File: src/rtl/fir_pkg.sv
// Shared defaults, edge-FSM state type and saturation counter width for the
// FIR output stage.
package fir_pkg;

   localparam int P_W_DEF       = 48;
   localparam int OUT_W_DEF     = 8;
   localparam int FRAC_BITS_DEF = 16;
   localparam int SAT_CNT_W     = 16;

   typedef enum logic [1:0] {
      IDLE = 2'd0,
      HEAD = 2'd1,
      BODY = 2'd2
   } edge_state_t;

endpackage

File: src/rtl/sync_delay.sv
// Fixed-depth shift register used to align video control with the DSP chain.
// Asynchronous active-low reset clears every stage.
module sync_delay
   import fir_pkg::*;
#(
   parameter int WIDTH = 3,
   parameter int DEPTH = 4
) (
   input  logic             clk,
   input  logic             rst_n,
   input  logic [WIDTH-1:0] d,
   output logic [WIDTH-1:0] q
);

   logic [WIDTH-1:0] sr [DEPTH];

   // shift one stage per clock; stage 0 takes the live input
   always_ff @(posedge clk or negedge rst_n) begin
      if (!rst_n) begin
         for (int i = 0; i < DEPTH; i++) sr[i] <= '0;
      end else begin
         sr[0] <= d;
         for (int i = 1; i < DEPTH; i++) sr[i] <= sr[i-1];
      end
   end

   assign q = sr[DEPTH-1];

endmodule

File: src/rtl/fir_out_stage.sv
// Output end of the symmetric FIR chain: rounds the 48-bit accumulator,
// clamps it to an unsigned pixel, realigns valid/sync and blanks the first
// HALF pixels of every line. Optional per-frame saturation counter is built
// only when FIR_SAT_CNT_EN is defined.
module fir_out_stage
   import fir_pkg::*;
#(
   parameter int P_W       = P_W_DEF,
   parameter int FRAC_BITS = FRAC_BITS_DEF,
   parameter int OUT_W     = OUT_W_DEF,
   parameter int DSP_LAT   = 4,
   parameter int TAPS      = 11,
   parameter int BLANK_VAL = 0
) (
   input  logic                 clk,
   input  logic                 rst_n,
   input  logic                 dv_i,
   input  logic                 hs_i,
   input  logic                 vs_i,
   input  logic [P_W-1:0]       p_i,
   output logic                 dv_o,
   output logic                 hs_o,
   output logic                 vs_o,
   output logic [OUT_W-1:0]     pix_o,
   output logic                 sat_o,
   output logic [SAT_CNT_W-1:0] sat_cnt_o
);

   localparam int HALF  = (TAPS - 1) / 2;
   localparam int CNT_W = (HALF < 1) ? 1 : $clog2(HALF + 1);

   function automatic logic signed [P_W:0] round_half_up(input logic signed [P_W-1:0] v);
      logic signed [P_W:0] half;
      half = '0;
      half[FRAC_BITS-1] = 1'b1;
      return $signed({v[P_W-1], v}) + half;
   endfunction

   // returns {sat, pix}
   function automatic logic [OUT_W:0] clamp_pix(input logic signed [P_W:0] r);
      logic signed [P_W:0] q;
      q = r >>> FRAC_BITS;
      if (q[P_W])               return {1'b1, {OUT_W{1'b0}}};
      else if (|q[P_W:OUT_W])   return {1'b1, {OUT_W{1'b1}}};
      else                      return {1'b0, q[OUT_W-1:0]};
   endfunction

   // fill_a marks delay-line contents written after reset, so the flushed
   // zeros are not mistaken for a real dv low.
   logic fill_a, dv_a, hs_a, vs_a;

   sync_delay #(.WIDTH(4), .DEPTH(DSP_LAT)) u_align (
      .clk   (clk),
      .rst_n (rst_n),
      .d     ({1'b1, dv_i, hs_i, vs_i}),
      .q     ({fill_a, dv_a, hs_a, vs_a})
   );

   edge_state_t      state, state_nxt;
   logic [CNT_W-1:0] cnt, cnt_nxt, cnt_inc;
   logic             dv_a_q, vs_a_q, armed, blank_a, dv_rise;

   assign cnt_inc = cnt + 1'b1;
   assign dv_rise = dv_a & ~dv_a_q & armed;

   // edge FSM next state and blank decision for the aligned pixel
   always_comb begin
      state_nxt = state;
      cnt_nxt   = cnt;
      blank_a   = dv_a & ~armed;
      case (state)
         IDLE: begin
            if (dv_rise) begin
               blank_a = (HALF > 0);
               if (HALF <= 1) begin
                  state_nxt = BODY;
               end else begin
                  state_nxt = HEAD;
                  cnt_nxt   = CNT_W'(1);
               end
            end
         end
         HEAD: begin
            if (!dv_a) begin
               state_nxt = IDLE;
            end else begin
               blank_a = 1'b1;
               cnt_nxt = cnt_inc;
               if (cnt_inc == CNT_W'(HALF)) state_nxt = BODY;
            end
         end
         BODY: begin
            if (!dv_a) state_nxt = IDLE;
         end
         default: state_nxt = IDLE;
      endcase
      if (vs_a & ~vs_a_q) begin
         state_nxt = IDLE;
         cnt_nxt   = '0;
      end
   end

   // edge FSM state and head counter
   always_ff @(posedge clk or negedge rst_n) begin
      if (!rst_n) begin
         state <= IDLE;
         cnt   <= '0;
      end else begin
         state <= state_nxt;
         cnt   <= cnt_nxt;
      end
   end

   // edge history; armed once a genuine dv low has been seen after reset
   always_ff @(posedge clk or negedge rst_n) begin
      if (!rst_n) begin
         dv_a_q <= 1'b0;
         vs_a_q <= 1'b0;
         armed  <= 1'b0;
      end else begin
         dv_a_q <= dv_a;
         vs_a_q <= vs_a;
         armed  <= armed | (fill_a & ~dv_a);
      end
   end

   logic signed [P_W:0] r1_p1;
   logic                dv_p1, hs_p1, vs_p1, blank_p1;
   logic [OUT_W:0]      clamp_p1;

   // stage 1: rounding add, aligned control registered alongside
   always_ff @(posedge clk or negedge rst_n) begin
      if (!rst_n) begin
         r1_p1    <= '0;
         dv_p1    <= 1'b0;
         hs_p1    <= 1'b0;
         vs_p1    <= 1'b0;
         blank_p1 <= 1'b0;
      end else begin
         r1_p1    <= round_half_up(p_i);
         dv_p1    <= dv_a;
         hs_p1    <= hs_a;
         vs_p1    <= vs_a;
         blank_p1 <= blank_a;
      end
   end

   assign clamp_p1 = clamp_pix(r1_p1);

   // stage 2: shift/clamp and output mux
   always_ff @(posedge clk or negedge rst_n) begin
      if (!rst_n) begin
         dv_o  <= 1'b0;
         hs_o  <= 1'b0;
         vs_o  <= 1'b0;
         pix_o <= '0;
         sat_o <= 1'b0;
      end else begin
         dv_o <= dv_p1;
         hs_o <= hs_p1;
         vs_o <= vs_p1;
         if (!dv_p1) begin
            pix_o <= '0;
            sat_o <= 1'b0;
         end else if (blank_p1) begin
            pix_o <= OUT_W'(BLANK_VAL);
            sat_o <= 1'b0;
         end else begin
            pix_o <= clamp_p1[OUT_W-1:0];
            sat_o <= clamp_p1[OUT_W];
         end
      end
   end

`ifdef FIR_SAT_CNT_EN
   logic [SAT_CNT_W-1:0] sat_acc;
   logic                 vs_o_q;

   // per-frame saturation count, latched and restarted on vs_o rising
   always_ff @(posedge clk or negedge rst_n) begin
      if (!rst_n) begin
         sat_acc   <= '0;
         sat_cnt_o <= '0;
         vs_o_q    <= 1'b0;
      end else begin
         vs_o_q <= vs_o;
         if (vs_o & ~vs_o_q) begin
            sat_cnt_o <= sat_acc;
            sat_acc   <= {{(SAT_CNT_W-1){1'b0}}, sat_o};
         end else if (sat_o && (sat_acc != {SAT_CNT_W{1'b1}})) begin
            sat_acc <= sat_acc + 1'b1;
         end
      end
   end
`else
   assign sat_cnt_o = '0;
`endif

endmodule

File: config.mk
export PLATFORM = sky130hd
export DESIGN_NAME = fir_out_stage
export DESIGN_NICKNAME = d
export VERILOG_FILES = /design/src/rtl/fir_pkg.sv /design/src/rtl/sync_delay.sv /design/src/rtl/fir_out_stage.sv
export SDC_FILE = /design/constraint.sdc
export NUM_CORES = 1
export LEC_CHECK = 0
export ABC_AREA = 1
export CORE_ASPECT_RATIO = 1.75
export CORE_UTILIZATION = 49
export DETAILED_ROUTE_END_ITERATION = 10
export PLACE_DENSITY = 0.8
export SLEW_MARGIN = 20
export SYNTH_ARGS = -nofsm -noshare
export SYNTH_HDL_FRONTEND = slang
export SYNTH_SLANG_ARGS = --single-unit
File: constraint.sdc
create_clock -name clk -period 1.54 [get_ports clk]
set_clock_uncertainty 0.1 [all_clocks]
set_input_delay 0.154 -clock clk [delete_from_list [all_inputs] [get_ports clk]]
set_output_delay 0.154 -clock clk [all_outputs]
set_load 0.01 [all_outputs]
Word-level counts from Yosys, hierarchy flattened
Cells that the tools add are included.

Bits in registers: 87. Logic and storage cells: 60. Output and inout port bits: 28. Input bits: 53.

$add $sub $neg: 2. Reductions and logical operators: 5. Eq/ne operators: 7. Muxes and demuxes: 19. Bitwise operators: 10.

Operators by type and width (number): $add 48x17->49 const B (1); $reduce_or 25->1 (1); $mux 9 (2); $mux 8 (2); $mux 2 (5); $mux 3 (3); $ne 3x3->1 const B (2); $pmux 2 s3 (1); $pmux 3 s2 (1); $reduce_and 3->1 (2); $and 1x1->1 (5); $mux 1 (4); $ne 4x4->1 const B (1); $not 1->1 (4); $add 3x1->3 const B (1); $eq 3x3->1 const B (1); $ne 3x2->1 const B (1); $reduce_bool 3->1 (1); $eq 2x1->1 const B (1); $eq 2x2->1 const B (1); $logic_not 2->1 (1); $pmux 1 s2 (1); $or 1x1->1 (1).

Logic depth before layout (Yosys ltp)
Gate-level depths: netlist of the first run.

Depth after elaboration: 6. Mapped depth: 8. Depth with buffers taken out: 8.

Hierarchy
From an unflattened synthesis of the first run, not the netlist that was laid out.

Cell total of the unflattened synthesis: 387. Area, all modules: 3331.9 sq um.

Modules (own cells, without submodules): fir_out_stage (cells each 367, seq. area each 1376.3 sq um, times used 1, area an instance 2901.5 sq um); sync_delay (cells each 20, seq. area each 400.4 sq um, times used 1, area an instance 430.4 sq um).

Worst setup path after synthesis of the first run
Ideal clock, no wire load.

Path kind: register to register. Start: reg r1_p1[26]. End: reg pix_o[0]. Library setup time: 0.135 ns. Required time: 1.305 ns. Clock period less this slack: 1.321 ns. Setup slack: 0.219 ns. Cell stages (with the launch flop): 6. Path buffers: 0. Data arrival time: 1.087 ns. Cells stage by stage: dfrtp_1 or2_2 nor2_1 nand2_1 nor2_2 a21oi_1.

Cells in the longest elaborated chain, start to end: 5.

RTL lines: start, declared (line fir_out_stage.sv:127) `logic signed [P_W:0] r1_p1;`; start signal, assigned (line fir_out_stage.sv:140) `r1_p1 <= round_half_up(p_i);`; $reduce_or 25->1 (line fir_out_stage.sv:44) `else if (|q[P_W:OUT_W]) return {1'b1, {OUT_W{1'b1}}};`; $mux 9 (line fir_out_stage.sv:44); $mux 9 (line fir_out_stage.sv:43) `if (q[P_W]) return {1'b1, {OUT_W{1'b0}}};`; $mux 8 (line fir_out_stage.sv:165) `end else if (blank_p1) begin`; $mux 8 (line fir_out_stage.sv:162) `if (!dv_p1) begin`; end signal, assigned (line fir_out_stage.sv:166) `pix_o <= OUT_W'(BLANK_VAL);`; end signal, assigned (line fir_out_stage.sv:169) `pix_o <= clamp_p1[OUT_W-1:0];`; end, declared (line fir_out_stage.sv:24) `output logic [OUT_W-1:0] pix_o,`.

Every way passes these cells. A chain may end at the register's enable or synchronous reset.

Worst setup path after layout of the first run
Start: in p_i[23]. End: reg r1_p1[46].

Cells in the longest elaborated chain, start to end: 1.

RTL lines: start, declared (line fir_out_stage.sv:20) `input logic [P_W-1:0] p_i,`; $add 48x17->49 (line fir_out_stage.sv:36) `return $signed({v[P_W-1], v}) + half;`.

Every way passes these cells.

==> metrics.md, run 1 <==
| Metric | Value |
|---|---|
| Status | `finished, final reports clean` |
| Worst-case vdd ir drop | `0.6683 mV` |
| Cells after synthesis | `379` |
| Crit end category | `flop` |
| Logic pwr share | `18.1%` |
| Ys flop type | `dfrtp_1` |
| Worst skew pair latency | `0.34 ns` |
| Setup TNS | `0 ns` |
| Mapped Avg Cell Area | `8.570 sq um` |
| Met3 usage | `4.149%` |
| Starting DRT DRC Count | `153` |
| Placed cells | `556` |
| Worst Path Arrival | `1.61 ns` |
| CTS tree | `built` |
| Mapped Area | `3248 sq um` |
| ANT nets after route | `0` |
| Ranking of synthesized cells by area | `dfrtp_1 (55%), nand2_1 (13%), nor2_1 (7.3%)` |
| Unique masters post-synth | `23` |
| Multi-input gate area | `1295 sq um` |
| CP startpoint kind | `input pin` |
| FF+latch area | `1777 sq um` |
| Initial core utilization | `51.75%` |
| Clk sinks | `71` |
| DRC viols | `0` |
| Cts bufs inserted | `9` |
| CTS Buffer Depth | `2` |
| Switching share of power | `28.17%` |
| HPWL Detailed | `5853 um` |
| Sequential power share | `50.4%` |
| Req. time, crit path | `1.67 ns` |
| Area growth from synthesis to layout | `34.13%` |
| Die Ht | `109.7 um` |
| First-pass GRT wire length | `12,100 um` |
| Total net switching power | `1.180 mW` |
| Fin area | `4357 sq um` |
| EDFF count, synth | `0` |
| Total placed instance area | `4150 sq um` |
| Drt via density | `4.848` |
| Die area | `6971 sq um` |
| Hold Fails Final Rpt | `0` |
| Routability congestion estimate | `0.9004` |
| Antenna cells | `0` |
| Unrepaired setup endpoints after global routing | `no` |
| Achievable Freq | `676.2 MHz` |
| All-Layer GR Usage | `23.67%` |
| Die width | `63.55 um` |
| Core Util, Final | `69.42%` |
| Rows | `38` |
| Drt pass-1 iters | `4` |
| I/O Buffers | `49` |
| Clock Power Share | `31.5%` |
| Met1 usage in global routing | `22.90%` |
| Share of the synthesized area in the top cell type | `54.70%` |
| CP Max Fanout | `6` |
| Reg clk slew, reported paths | `0.08 ns` |
| DR WL/cell | `12.65 um` |
| Most Used Layer, Global Route | `met2` |
| Core area | `6276 sq um` |
| Hold Path Class | `in -> reg` |
| Crit Path Class | `in -> reg` |
| IO Pins | `81` |
| Most frequent cell after synthesis | `nand2_1` |
| H-tree depth | `3` |
| Max-slew violations | `0` |
| Synth top cells by count | `nand2_1 (116), dfrtp_1 (71), nor2_1 (63)` |
| Total wire length | `7263 um` |
| Setup violators final | `0` |
| Yosys warning count | `0` |
| Post-synth top area cell | `dfrtp_1` |
| Share of cells above drive strength 1 | `16.80%` |
| Max Cap Viol | `0` |
| Minimum clock period | `1.479 ns` |
| Post-synthesis sequential area ratio | `54.70%` |
| Clk root buf | `clkbuf_8` |
| Via count | `2,783` |
| Total gr overflow | `0` |
| Synthesized flop and latch total | `71` |
| Largest net degree at the start of global routing | `72` |
| Cell Pwr Density | `961.4 nW/um^2` |
| Final nets | `545` |
| LEAKAGE | `2.110 nW` |
| Finished Layout Cells | `574` |
| Vias in the first global route | `2,817` |
| Initial antenna violation count | `0` |
| GR Util met2 | `43.92%` |
| Filler instances | `515` |
| Crit share post-route | `96.03%` |
| Internal power | `3.009 mW` |
| Asr flop ratio synth | `100.0%` |
[logic make-up after synthesis]
| family | Yosys count | share of synthesized area, % |
|---|---|---|
| XOR/XNOR | 17 | 4.584 |
| buffers and inverters | 48 | 7.396 |
| AND/OR/NAND/NOR | 220 | 29.16 |
| flip-flops | 71 | 54.70 |
| AO/OA/AOI/OAI | 18 | 2.773 |
| other | 2 | 0.2312 |
| adder cells (fa/ha/maj) | 3 | 1.156 |
[per-layer routing]
layer	up-vias	share of wire, %	wire length [um]
met1	1291	34	2467
met2	95	57	4122
met4	0	5.9	427
met3	36	3.4	245
met5	-	0	0
li1	1361	-	-
[worst max-delay path, stage by stage]
cell and delay, ns:
clkdlybuf4s50_1 0.55, nand2_1 0.14, nor2_1 0.20, nand2_1 0.17, nor2_4 0.19, nand2_1 0.09
nand2_1 0.06, nand2_1 0.06
[power groups by stage]
stage | Combinational (mW) | Sequential (mW) | Clock (mW)
4_1_cts | 0.761 | 2.11 | 1.37
6_report | 0.756 | 2.11 | 1.32
3_3_place_gp | 0.710 | 2.14 | 0
5_1_grt | 0.845 | 2.13 | 1.43
3_5_place_dp | 0.750 | 2.15 | 0
2_1_floorplan | 0.368 | 2.14 | 0
[registers in the layout, summed over array words and instances (netlist names)]
register,flops
u_align.sr,12
hs_o,1
r1_p1,33
u_align.q,4
hs_p1,1
vs_o,1
armed,1
blank_p1,1
vs_p1,1
dv_o,1
pix_o,8
dv_p1,1
sat_o,1
cnt,3
state,2
[final timing paths]
path	startpoint	endpoint	slack (ns)	cells past startpoint
setup / recovery	p_i[23]	r1_p1[46]	0.06	8
hold / removal	dv_i	u_align.sr[14]	0.15	1
setup reg to reg	r1_p1[26]	pix_o[0]	0.15	6
hold reg to reg	u_align.sr[9]	u_align.sr[5]	0.25	0
max in group asynchronous	rst_n	r1_p1[42]	0.80	3
min in group asynchronous	rst_n	r1_p1[38]	0.26	3
[layout by cell type (no fill, tap or decap)]
| cell | Yosys | routed |
|---|---|---|
| ha_1 | 3 | 3 |
| clkinv_4 | 0 | 2 |
| dfrtp_1 | 71 | 71 |
| nand2_1 | 116 | 116 |
| conb_1 | 2 | 17 |
| inv_2 | 1 | 1 |
| nand2_2 | 1 | 1 |
| buf_2 | 0 | 1 |
| nor2_4 | 3 | 3 |
| or2_2 | 1 | 1 |
| nand3_1 | 14 | 13 |
| nand3b_1 | 10 | 10 |
| and2_0 | 1 | 1 |
| nand4_1 | 3 | 3 |
| nand2_4 | 1 | 1 |
| dlygate4sd3_1 | 0 | 1 |
| clkinv_2 | 0 | 2 |
| a21oi_1 | 8 | 8 |
| inv_6 | 0 | 1 |
| nor2_1 | 63 | 62 |
| o21ai_0 | 9 | 9 |
| clkinvlp_4 | 0 | 1 |
| o21ai_1 | 1 | 1 |
| xor2_1 | 11 | 11 |
| inv_1 | 31 | 31 |
| nand3_2 | 1 | 2 |
| buf_4 | 16 | 49 |
| xnor2_1 | 6 | 6 |
| nor2_2 | 6 | 7 |
| clkbuf_8 | 0 | 10 |
| clkdlybuf4s50_1 | 0 | 48 |
| buf_12 | 0 | 1 |
[cell type report]
type | instances | area share, %
Clock inverter | 6 | 1.005
Tap cell | 80 | 2.298
Multi-Input combinational cell | 275 | 29.72
Sequential cell | 71 | 40.78
Inverter | 32 | 2.757
Clock buffer | 10 | 3.159
Timing Repair Buffer | 100 | 20.28
[repair_timing]
action,CTS,global route
endpoints found under the setup margin,0,2
buffers inserted,0,1
gates resized for setup,0,2
endpoints found under the hold margin,71,0
hold buffers,1,0
[through the flow]
stage          hold WS, ns  worst slack [ns]  power (mW)
2_1_floorplan      -0.2416            0.2185       2.512
3_3_place_gp       0.09508           -0.1954       2.848
3_5_place_dp        0.1088           -0.2488       2.902
4_1_cts             0.1329           0.05163       4.239
5_1_grt             0.1488          0.003987       4.403
6_report            0.1513           0.06118       4.188
No activity file was read; power rests on OpenSTA's default activity.
==> run 2, diff against run 1 <==
GPL_ROUTABILITY_DRIVEN = 0   (was unset)
==> run 2 against run 1 <==
  * Routed wire length is 2.5% lower
  * Via count is 1.5% lower
  * Register-to-register slack better by 0.03 ns
  * Global-route usage is 0.40 points lower
  * Cell area is 0.11% higher
  * Fmax is 2.1% lower
  * Largest cell class unchanged
==> metrics.md, run 2 (same netlist as run 1, synthesis figures left out) <==
| Metric | Value |
|---|---|
| Setup violators final | `0` |
| Final nets | `548` |
| Vias in the first global route | `2,690` |
| Rows | `38` |
| All-Layer GR Usage | `23.27%` |
| Area growth from synthesis to layout | `34.28%` |
| Max reg flops | `33` |
| Sequential power share | `50.9%` |
| Drt pass-1 iters | `4` |
| Via count | `2,740` |
| First-pass GRT wire length | `11,920 um` |
| CP Max Fanout | `4` |
| R2R cell count | `6` |
| Share of cells above drive strength 1 | `16.73%` |
| Crit path cell chain | `clkdlybuf4s50_1 > nand2_1 > nor2_1 > nand2_1 > nor2_1 > nand2_1 > nand2_1 > nand2_1` |
| CTS tree | `built` |
| Worst path bufs/invs | `1` |
| CTS Buffer Depth | `2` |
| Leading registers by flop count | `r1_p1 x33, u_align.sr x12, pix_o x8` |
| Most frequent CP cell | `nand2_1` |
| Largest net degree at the start of global routing | `42` |
| Minimum clock period | `1.511 ns` |
| Starting DRT DRC Count | `123` |
| Hold Path Class | `in -> async` |
| Worst skew pair latency | `0.35 ns` |
| Max Cap Viol | `0` |
| Switching share of power | `27.77%` |
| Crit Path Class | `in -> reg` |
| Initial core utilization | `51.75%` |
| ANT nets after route | `0` |
| Hold Fails Final Rpt | `0` |
| Worst-case vdd ir drop | `0.5312 mV` |
| IO Pins | `81` |
| Antenna cells | `0` |
| Achievable Freq | `662.0 MHz` |
| Total gr overflow | `0` |
| Crit share post-route | `98.09%` |
| Setup TNS | `0 ns` |
| CP startpoint kind | `input pin` |
| CP top delay family | `simple AND/OR/NAND/NOR gates` |
| Most common cell after layout, fill and taps aside | `nand2_1` |
| Crit end category | `flop` |
| Internal power | `2.998 mW` |
| Clk sinks | `71` |
| DR WL/cell | `12.29 um` |
| H-tree depth | `3` |
| Initial antenna violation count | `0` |
| Logic pwr share | `18.4%` |
| Drt via density | `4.757` |
| Final Power | `4.151 mW` |
| Status | `finished, final reports clean` |
| Reg clk slew, reported paths | `0.07 ns` |
| DRC viols | `0` |
| Core area | `6276 sq um` |
| Total net switching power | `1.153 mW` |
| Req. time, crit path | `1.68 ns` |
| HPWL Detailed | `5638 um` |
| Cell Pwr Density | `951.7 nW/um^2` |
| LEAKAGE | `2.116 nW` |
| Die Ht | `109.7 um` |
| Crit-path max cell delay | `0.53 ns` |
| I/O Buffers | `49` |
| Max-slew violations | `0` |
| Worst Path Arrival | `1.65 ns` |
| WP depth | `8` |
| Unrepaired setup endpoints after global routing | `no` |
| Clock Power Share | `30.8%` |
| Top reg by flops | `r1_p1` |
| Total wire length | `7078 um` |
| Cts bufs inserted | `9` |
| Clk root buf | `clkbuf_8` |
| Commonest cells after routing, fill and taps aside | `nand2_1 (116), dfrtp_1 (71), nor2_1 (63)` |
| CP max stage cell | `clkdlybuf4s50_1` |
| Die width | `63.55 um` |
| Die area | `6971 sq um` |
-- run 2: cell count changes in the layout (fill, tap and decap cells not counted) --
| cell | change |
|---|---|
| nand3_2 | -1 |
| nor2_2 | -1 |
| clkinv_4 | -2 |
| buf_4 | +3 |
| clkinvlp_4 | +1 |
| nor2_1 | +1 |
| nand3_1 | +1 |
-- run 2: worst paths after layout --
check	slack, ns	startpoint	to
min	0.15	rst_n	u_align.sr[8]
max in group asynchronous	0.66	rst_n	u_align.sr[11]
min reg2reg	0.24	u_align.sr[11]	u_align.sr[7]
min in group clk	0.15	hs_i	u_align.sr[13]
max	0.03	p_i[30]	r1_p1[46]
max reg2reg	0.18	r1_p1[26]	pix_o[1]
-- run 2: timing repair --
action | 4_1_cts | 5_1_grt
hold buffers | 1 | 0
endpoints found under the hold margin | 71 | 0
setup buffers | 0 | 0
gates resized for setup | 0 | 0
-- run 2: worst reg2reg max path, cell delays in order, from the launching register on --
cell     delay [ns]
dfrtp_1        0.35
or2_2          0.29
nor2_1         0.10
nand2_1        0.06
nor2_2         0.10
buf_4          0.16
a21oi_1        0.08
-- run 2: per-stage QoR --
step	hold slack [ns]	setup WS [ns]	util, %	cell area [sq um]	cells
after detailed placement	-0.006953	-0.3237	66.61	4180	560
after global placement	-0.02047	-0.3206	66.61	4180	560
after global routing	0.1289	0.01019	69.50	4362	576
final	0.1492	0.02942	69.50	4362	576
after floorplan	-0.2416	0.2185	-	3304	394
after CTS	0.1252	0.04460	69.50	4362	576
-- run 2: layer usage --
layer  GRT usage [%]  share of wire (%)
met1           22.84                 35
met2           42.02                 55
met3           5.187                3.8
met4           17.37                6.2
met5               0                  0
-- run 2: power groups by stage --
stage                     Sequential, mW  Combinational, mW  Clock, mW
after floorplan                     2.14              0.368          0
after global placement              2.13              0.712          0
after detailed placement            2.15              0.757          0
after CTS                           2.11              0.764       1.33
after global routing                2.13              0.861       1.40
final                               2.11              0.762       1.28
-- run 2: final cells by class --
type,instances,area [sq um]
Fill cell,495,1914
Sequential cell,71,1777
Multi-Input combinational cell,275,1287
Timing Repair Buffer,103,905.9
Clock buffer,10,137.6
Inverter,32,120.1
Tap cell,80,100.1
Clock inverter,5,33.78
==> run 3, diff against run 2 <==
ABC_CLOCK_PERIOD_IN_PS = 1540   (was unset)
==> results of run 3 <==
The final DEF is identical to that of run 2; final timing and power are the same.
